<file path="src/rtl/seg_serial_ctrl.sv">
// rtl/seg_serial_ctrl.sv - shifts a 64-bit segment snapshot MSB-first onto a serial 7-segment chain
// Snapshot is taken at acceptance; seg_dout only moves on the edge that drives seg_clk low.
module seg_serial_ctrl #(
  parameter int CLK_DIV      = 2,
  parameter bit AUTO_REFRESH = 1'b1
) (
  input  logic        clk,
  input  logic        rst,
  input  logic [63:0] seg_txt,
  input  logic        start,
  output logic        seg_clk,
  output logic        seg_dout,
  output logic        seg_latch,
  output logic        seg_clrn,
  output logic        busy,
  output logic        done
);

  localparam int DW = (CLK_DIV > 1) ? $clog2(CLK_DIV) : 1;
  localparam logic [DW-1:0] DIV_LAST = DW'(CLK_DIV - 1);

  typedef enum logic [1:0] {
    IDLE,
    SHIFT_LO,
    SHIFT_HI,
    LATCH
  } state_t;

  state_t        state, state_n;
  logic [63:0]   shreg, shreg_n;
  logic [63:0]   last_txt, last_txt_n;
  logic [5:0]    bit_cnt, bit_cnt_n;
  logic [DW-1:0] div_cnt, div_cnt_n;
  logic          pending, pending_n;
  logic          clk_n, latch_n, busy_n, done_n;
  logic          phase_end, trigger;

  // The head of the shift register is the serial data line.
  assign seg_dout  = shreg[63];
  assign phase_end = (div_cnt == DIV_LAST);
  assign trigger   = !done &&
                     (start || (AUTO_REFRESH && (pending || (seg_txt != last_txt))));

  always_comb begin
    state_n    = state;
    shreg_n    = shreg;
    last_txt_n = last_txt;
    bit_cnt_n  = bit_cnt;
    div_cnt_n  = div_cnt;
    pending_n  = pending;
    clk_n      = seg_clk;
    latch_n    = seg_latch;
    busy_n     = busy;
    done_n     = 1'b0;

    case (state)
      IDLE: begin
        if (trigger) begin
          shreg_n    = seg_txt;
          last_txt_n = seg_txt;
          pending_n  = 1'b0;
          busy_n     = 1'b1;
          clk_n      = 1'b0;
          bit_cnt_n  = '0;
          div_cnt_n  = '0;
          state_n    = SHIFT_LO;
        end
      end
      SHIFT_LO: begin
        if (phase_end) begin
          div_cnt_n = '0;
          clk_n     = 1'b1;
          state_n   = SHIFT_HI;
        end else begin
          div_cnt_n = div_cnt + DW'(1);
        end
      end
      SHIFT_HI: begin
        if (phase_end) begin
          div_cnt_n = '0;
          clk_n     = 1'b0;
          if (bit_cnt == 6'd63) begin
            latch_n = 1'b1;
            state_n = LATCH;
          end else begin
            bit_cnt_n = bit_cnt + 6'd1;
            shreg_n   = {shreg[62:0], 1'b0};
            state_n   = SHIFT_LO;
          end
        end else begin
          div_cnt_n = div_cnt + DW'(1);
        end
      end
      LATCH: begin
        if (phase_end) begin
          div_cnt_n = '0;
          latch_n   = 1'b0;
          busy_n    = 1'b0;
          done_n    = 1'b1;
          state_n   = IDLE;
        end else begin
          div_cnt_n = div_cnt + DW'(1);
        end
      end
      default: state_n = IDLE;
    endcase
  end

  always_ff @(posedge clk or posedge rst) begin
    if (rst) begin
      state     <= IDLE;
      shreg     <= '0;
      last_txt  <= '0;
      bit_cnt   <= '0;
      div_cnt   <= '0;
      pending   <= AUTO_REFRESH;
      seg_clk   <= 1'b0;
      seg_latch <= 1'b0;
      seg_clrn  <= 1'b0;
      busy      <= 1'b0;
      done      <= 1'b0;
    end else begin
      state     <= state_n;
      shreg     <= shreg_n;
      last_txt  <= last_txt_n;
      bit_cnt   <= bit_cnt_n;
      div_cnt   <= div_cnt_n;
      pending   <= pending_n;
      seg_clk   <= clk_n;
      seg_latch <= latch_n;
      seg_clrn  <= 1'b1;
      busy      <= busy_n;
      done      <= done_n;
    end
  end

endmodule

</file>
<file path="config.mk">
export PLATFORM = sky130hd
export DESIGN_NAME = seg_serial_ctrl
export DESIGN_NICKNAME = d
export VERILOG_FILES = /design/src/rtl/seg_serial_ctrl.sv
export SDC_FILE = /design/constraint.sdc
export NUM_CORES = 1
export LEC_CHECK = 0
export BUFFER_PORTS_ARGS = -buffer_cell sky130_fd_sc_hd__buf_2
export CAP_MARGIN = 20
export CORE_MARGIN = 1.5
export CORE_UTILIZATION = 60
export CTS_CLUSTER_SIZE = 28
export DETAILED_ROUTE_END_ITERATION = 7
export GPL_ROUTABILITY_DRIVEN = 0
export PLACE_DENSITY = 0.89
export SLEW_MARGIN = 20
export SYNTH_ARGS = -nofsm -noshare
export SYNTH_HDL_FRONTEND = slang
export SYNTH_SLANG_ARGS = --single-unit
</file>
<file path="constraint.sdc">
create_clock -name clk -period 6 [get_ports clk]
set_input_delay 0.9 -clock clk [delete_from_list [all_inputs] [get_ports clk]]
set_output_delay 0.9 -clock clk [all_outputs]
set_load 0.01 [all_outputs]
</file>
**Yosys cells after proc, flatten, opt, wreduce, memory -nomap -nowiden**

Index checks and enable logic that the tools add are counted.

- Logic and storage cells: 67
- Flip-flop bits (word level): 143
- Output and inout bits: 6
- Bits of input ports: 67

- Equality and inequality tests: 11
- Reduce and logical (&&, ||, !) cells: 16
- Mux-type cells: 27
- Add/sub/neg operators: 2

Operator list:

| operator | number |
|---|---|
| $mux W64 | 3 |
| $pmux W64 S2 | 1 |
| $ne A64 B64 Y1 | 1 |
| $mux W6 | 3 |
| $reduce_and A4 Y1 | 4 |
| $ne A2 B2 Y1 const B | 6 |
| $pmux W6 S2 | 1 |
| $mux W2 | 5 |
| $mux W1 | 9 |
| $pmux W2 S4 | 1 |
| $add A6 B1 Y6 const B | 1 |
| $eq A6 B6 Y1 const B | 1 |
| $pmux W1 S2 | 3 |
| $reduce_bool A2 Y1 | 3 |
| $eq A2 B2 Y1 const B | 2 |
| $pmux W1 S3 | 1 |
| $reduce_and A3 Y1 | 1 |
| $reduce_bool A3 Y1 | 1 |
| $reduce_or A3 Y1 | 1 |
| $eq A2 B1 Y1 const B | 1 |
| $logic_not A2 Y1 | 1 |
| $logic_or A1 B1 Y1 | 2 |
| $reduce_and A2 Y1 | 1 |
| $add A1 B1 Y1 const B | 1 |
| other kinds (2) | 2 |

**Depth between registers and ports, before layout**

Gate-level depths: netlist (run 1).

- Depth in word-level cells: 6
- Depth in mapped cells: 9
- Mapped depth without buffers: 6

**Least setup slack after synthesis (run 1)**

Ideal clock, no wire load.

- Path type: in2reg
- Start: input port seg_txt[29]
- End: register last_txt[10]
- Path buffers: 2
- Cell stages on the path: 8
- Required time: 5875 ps
- Library setup time: 125 ps
- Data arrival time: 2498 ps
- Path slack: 3377 ps
- Path through: xor2_1 nor4_1 nand4_1 nor4_2 a21oi_1 buf_4 buf_6 mux2_4

- Longest elaborated chain between the ends: 5

Ends and longest elaborated chain:

| item | line | text |
|---|---|---|
| start, declared | 9 | `input logic [63:0] seg_txt,` |
| $ne A64 B64 Y1 | 42 | `(start \|\| (AUTO_REFRESH && (pending \|\| (seg_txt != last_txt))));` |
| $logic_or A1 B1 Y1 (2 in series) | 42 |  |
| $logic_and A1 B1 Y1 | 41 | `assign trigger = !done &&` |
| $reduce_and A2 Y1 (no source line) | - |  |
| end signal, assigned | 125 | `last_txt <= last_txt_n;` |
| end, declared | 31 | `logic [63:0] last_txt, last_txt_n;` |

Every way passes these cells.
A chain may end at the register's enable or synchronous reset.

**Final worst setup path (run 1)**

- Start: input port seg_txt[0]
- End: register last_txt[1]

Same word-level chain as after synthesis.

==> out/metrics.yaml, run 1 <==
track_usage: 0.3157
cts_tree: "done"
timing_hold_violations_final: 0
cp-start-kind: "primary input"
ys_seq_area_frac: 0.4306
cp_slowest_cell: "and4_4"
use_met3: 0.07547
async_reset_ff_frac: 1.000
pin_count: 73
yosysTopAreaCellShare: 0.4275
finClkSkew_ns: 0.007453
root_buffer: "clkbuf_16"
ys_warn_count: 0
finalNetCount: 917
area_growth_pct: 10.60
power.leakage_nw: 3.952
synth_nets: 902
synthTopCellsByArea: "dfrtp_1 (43%), nand4_1 (10%), o211a_1 (7.5%), o211ai_1 (5.6%), nand3_1 (4.2%)"
diodes: 0
setup_tns_ns: 0
peakVddDrop_uv: 208.5
min_period_ns: 3.689
p_sw_w: 0.0005018
finalWirelength_mm: 21.88
end_kind: "register"
syn_avg_cell_area_um2: 9.968
layout-drive-gt1-share: 0.1986
grt_pass1_vias: 6795
p_int_w: 0.001657
worst_ep_required_time_ns: 6.33
ys_types: 47
cpLargestDelayFamily: "simple AND/OR/NAND/NOR gates"
use_met1: 0.4327
drtIter0Drc: 1158
design_area_um2: 9194
comb_power_share: 0.068
place_hpwl_mm: 13.05
layout_common_cells: "dfrtp_1 (141), nand4_1 (133), nand2_1 (72), buf_2 (72), nand3_1 (68)"
vias: 7267
slew_viol_final: 0
rows: 42
power.share.clock: 0.467
worstPathCellList: "buf_2 -> nor2b_1 -> a2111o_1 -> nor4_1 -> and4_4 -> buf_4 -> a21o_1 -> mux2_2"
grt_pass1_wl_mm: 35.77
maxCapViolCount: 0
critical_path_class: "in -> reg"
dieHeight_um: 120.7
ctsResizeCount: 0
ys_seq_elements: 143
synth_cells: 834
synth_top_cell_by_area: "dfrtp_1"
max_stage_delay_ns: 0.71
hold_path_class: "reg -> reg"
use_met2: 0.4744
hold_buffers: 0
critPathMaxFanout: 74
switching_share: 0.2325
pwr-share-seq: 0.465
synth_ff_type: "dfrtp_1"
synth_edf_count: 0
grt_busiest_layer: "met2"
final_common_cell: "dfrtp_1"
routedWlPerCell_um: 21.10
coreArea_um2: 13400
start_util: 0.6204
viasPerCell: 7.008
synth_area_um2: 8313
fin_crit_sh: 0.6148
route.detailed.drc: 0
final-setup-viol-count: 0
max_slew_margin: 0.3528
fmax_mhz: 271.1
grt_max_degree: 90
fp.dieArea_um2: 14570
cts.sink_count: 143
ant_nets: 0
worst_slack_ns: 2.311
clkTransAtPathRegs_ns: 0.06
fill_cells: 982
clockBufferDepth: 2
port_buffers: 72
preCtsSetupSlack_ns: 1.957
htreeDepth: 4
firstDrtPassIters: 6
worst_pin_slew_ns: 0.9686
rsz0062_at_grt: "no"
cellPowerDensity_nw_per_um2: 234.8
grt_overflow: 0
status: "completed"
antenna_found_initial: 0
critical_path_buf_inv_count: 2
die_w_um: 120.7
numCtsBuffers: 17
dpl_cell_area_um2: 8642
clock_latency_ns: 0.44
cp.arrival_ns: 4.01
cts_setup_buffers: 0
## per-stage QoR
stage          cells  hold WS, ns  power (W)  utilization
2_1_floorplan    834       0.4581   0.001092            -
3_3_place_gp    1006       0.4702   0.001160       0.6449
3_5_place_dp    1006       0.4875   0.001164       0.6449
4_1_cts         1037       0.4990   0.002165       0.6861
5_1_grt         1037       0.5215   0.002221       0.6861
6_report        1037       0.4999   0.002158       0.6861
## final timing paths
kind | start | end | slack [ns] | cells past startpoint
min | last_txt[2] | last_txt[2] | 0.50 | 1
max in group asynchronous | rst | shreg[43] | 4.13 | 3
min reg2reg | last_txt[2] | last_txt[2] | 0.50 | 1
max | seg_txt[0] | last_txt[1] | 2.31 | 8
min in group asynchronous | rst | shreg[14] | 0.62 | 2
max reg2reg | last_txt[0] | last_txt[1] | 2.38 | 7
## registers in the layout, indices dropped and copies added, names as in the netlist
| register | count |
|---|---|
| shreg | 64 |
| seg_clk | 1 |
| bit_cnt | 6 |
| done | 1 |
| div_cnt | 1 |
| pending | 1 |
| last_txt | 64 |
| seg_clrn | 1 |
| busy | 1 |
| seg_latch | 1 |
| state | 2 |
## routing by layer
metal / part of all wire / vias to the layer above
li1: - / 3220
met1: 0.40 / 3559
met2: 0.48 / 418
met3: 0.082 / 70
met4: 0.039 / 0
met5: 0 / -
## power by group through the flow
| stage | combinational (W) | clock [W] | sequential, W |
|---|---|---|---|
| floorplan | 0.0000752 | 0 | 0.00102 |
| global placement | 0.000142 | 0 | 0.00102 |
| detailed placement | 0.000144 | 0 | 0.00102 |
| CTS | 0.000146 | 0.00102 | 0.00100 |
| global route | 0.000157 | 0.00106 | 0.00101 |
| finish | 0.000146 | 0.00101 | 0.00100 |
## cells in the mapped netlist (15+ instances only)
| cell type | count |
|---|---|
| buf_2 | 24 |
| clkbuf_1 | 53 |
| dfrtp_1 | 142 |
| inv_1 | 15 |
| mux2_1 | 16 |
| mux2_2 | 28 |
| mux2_4 | 20 |
| nand2_1 | 72 |
| nand3_1 | 70 |
| nand4_1 | 133 |
| o211a_1 | 62 |
| o211ai_1 | 62 |
| xnor2_1 | 36 |
| xor2_1 | 17 |
## cell families after synthesis
kind of cell | count (synthesis) | synth area share
multiplexers | 66 | 0.09813
buffers and inverters | 102 | 0.05418
flip-flops | 143 | 0.4306
adder cells (fa/ha/maj) | 1 | 0.001505
XOR/XNOR | 53 | 0.05584
AO/OA/AOI/OAI | 156 | 0.1579
AND/OR/NAND/NOR | 312 | 0.2014
other | 1 | 0.0004511
## layout make-up
type / count / area [µm²] / area share
Clock buffer: 24 / 491.7 / 0.05348
Multi-Input combinational cell: 589 / 4337 / 0.4717
Tap cell: 176 / 220.2 / 0.02395
Inverter: 15 / 61.31 / 0.006668
Clock inverter: 7 / 60.06 / 0.006532
Sequential cell: 143 / 3581 / 0.3895
Timing Repair Buffer: 83 / 442.9 / 0.04818
Note: power is estimated with default switching activity, not from simulation.
==> run 2: changes to the inputs <==
CORE_UTILIZATION = 55   (was 60)
PLACE_DENSITY = 0.86   (was 0.89)
clock period = 3.25 ns   (was 6 ns; I/O delays follow)
==> out/metrics.yaml, run 2 (synthesis results as in run 1) <==
status: "finished with violations"
violations: "design-rule violations"
fmax_mhz: 368.6
area_growth_pct: 12.22
hold_buffers: 0
grt_overflow: 0
track_usage: 0.2892
vias: 7314
hold_path_class: "in -> async"
grt_pass1_wl_mm: 36.36
route.detailed.drc: 1
rows: 44
layout-drive-gt1-share: 0.1998
max_slew_margin: 0.4440
grt_max_degree: 81
cp-start-kind: "register"
peakVddDrop_uv: 365.6
reg2regPathDepth: 8
critPathMaxFanout: 43
ctsResizeCount: 0
final_common_cell: "dfrtp_1"
root_buffer: "clkbuf_16"
viasPerCell: 6.933
fp.dieArea_um2: 15860
top_regs: "last_txt x64, shreg x64, bit_cnt x6"
diodes: 0
maxCapViolCount: 0
worst_ep_required_time_ns: 3.58
min_period_ns: 2.713
timing_hold_violations_final: 0
fill_cells: 1152
htreeDepth: 4
r2r_start: "last_txt[40]"
reg2reg_to: "shreg[62]"
layout_common_cells: "dfrtp_1 (141), nand4_1 (133), nand2_1 (72), buf_2 (72), nand3_1 (68)"
cts.sink_count: 143
setup_tns_ns: 0
drtIter0Drc: 931
end_kind: "register"
rsz0062_at_grt: "no"
ant_nets: 0
critical_path_class: "reg -> reg"
fin_crit_sh: 0.8347
firstDrtPassIters: 8
cellPowerDensity_nw_per_um2: 418.2
worst_pin_slew_ns: 0.8340
slew_viol_final: 0
place_hpwl_mm: 13.98
worst_slack_ns: 0.5372
r2r_slack_ns: 0.54
port_buffers: 72
dieHeight_um: 125.9
pin_count: 73
coreArea_um2: 14640
preCtsSetupSlack_ns: 0.3873
clockBufferDepth: 2
power.leakage_nw: 3.994
grt_pass1_vias: 6913
clkTransAtPathRegs_ns: 0.06
clock_latency_ns: 0.43
cts_tree: "done"
finalNetCount: 926
cts_setup_buffers: 0
numCtsBuffers: 17
finalWirelength_mm: 22.08
start_util: 0.5677
antenna_found_initial: 0
cp.arrival_ns: 3.04
routedWlPerCell_um: 20.93
final-setup-viol-count: 0
die_w_um: 125.9
finClkSkew_ns: 0.005809
run 2: where the power goes:
part	switching [W]	internal, W
clock network	0.000715	0.00106
logic	0.000155	0.000121
registers	0.0000297	0.00182
run 2: metrics by stage:
| stage | hold slack, ns | utilization | instances | area, µm² | power, W |
|---|---|---|---|---|---|
| after floorplan | 0.4581 | - | 834 | 8317 | 0.002016 |
| after global placement | 0.4698 | 0.6013 | 1023 | 8806 | 0.002149 |
| after detailed placement | 0.4822 | 0.6013 | 1023 | 8806 | 0.002158 |
| after CTS | 0.1652 | 0.6370 | 1055 | 9329 | 0.003916 |
| after global routing | 0.2017 | 0.6370 | 1055 | 9329 | 0.004019 |
| final | 0.1591 | 0.6370 | 1055 | 9329 | 0.003901 |
run 2: routing by layer:
layer / up-vias / global-route usage / share of wire
met5: - / 0 / 0
met4: 0 / 0.1508 / 0.044
met3: 83 / 0.06669 / 0.087
met2: 417 / 0.4367 / 0.47
met1: 3589 / 0.3915 / 0.40
li1: 3225 / - / -
run 2: how the worst max path moves through the flow:
stage	start	endpoint	slack, ns	cells past startpoint
2_1_floorplan	rst	bit_cnt[0]	0.97	1
3_3_place_gp	seg_txt[40]	shreg[16]	0.47	9
3_5_place_dp	seg_txt[29]	shreg[62]	0.39	9
4_1_cts	last_txt[40]	shreg[62]	0.58	8
5_1_grt	last_txt[40]	shreg[62]	0.42	8
6_report	last_txt[40]	shreg[62]	0.54	8
run 2: final cells by class:
cell class	instances	area, µm²	share of cell area
clock inverters	1	5.005	0.0005365
inverters	15	60.06	0.006438
clock buffers	31	518.0	0.05553
repair buffers	92	598.1	0.06411
flip-flops and latches	143	3581	0.3839
multi-input cells	589	4337	0.4649
well taps	184	230.2	0.02468
run 2: critical path: stages (launching register included):
cell	delay [ns]
dfrtp_1	0.39
xor2_1	0.17
nor4_1	0.54
nand4_1	0.23
nor4_4	0.30
buf_4	0.20
buf_4	0.40
a31oi_1	0.17
a31oi_1	0.21
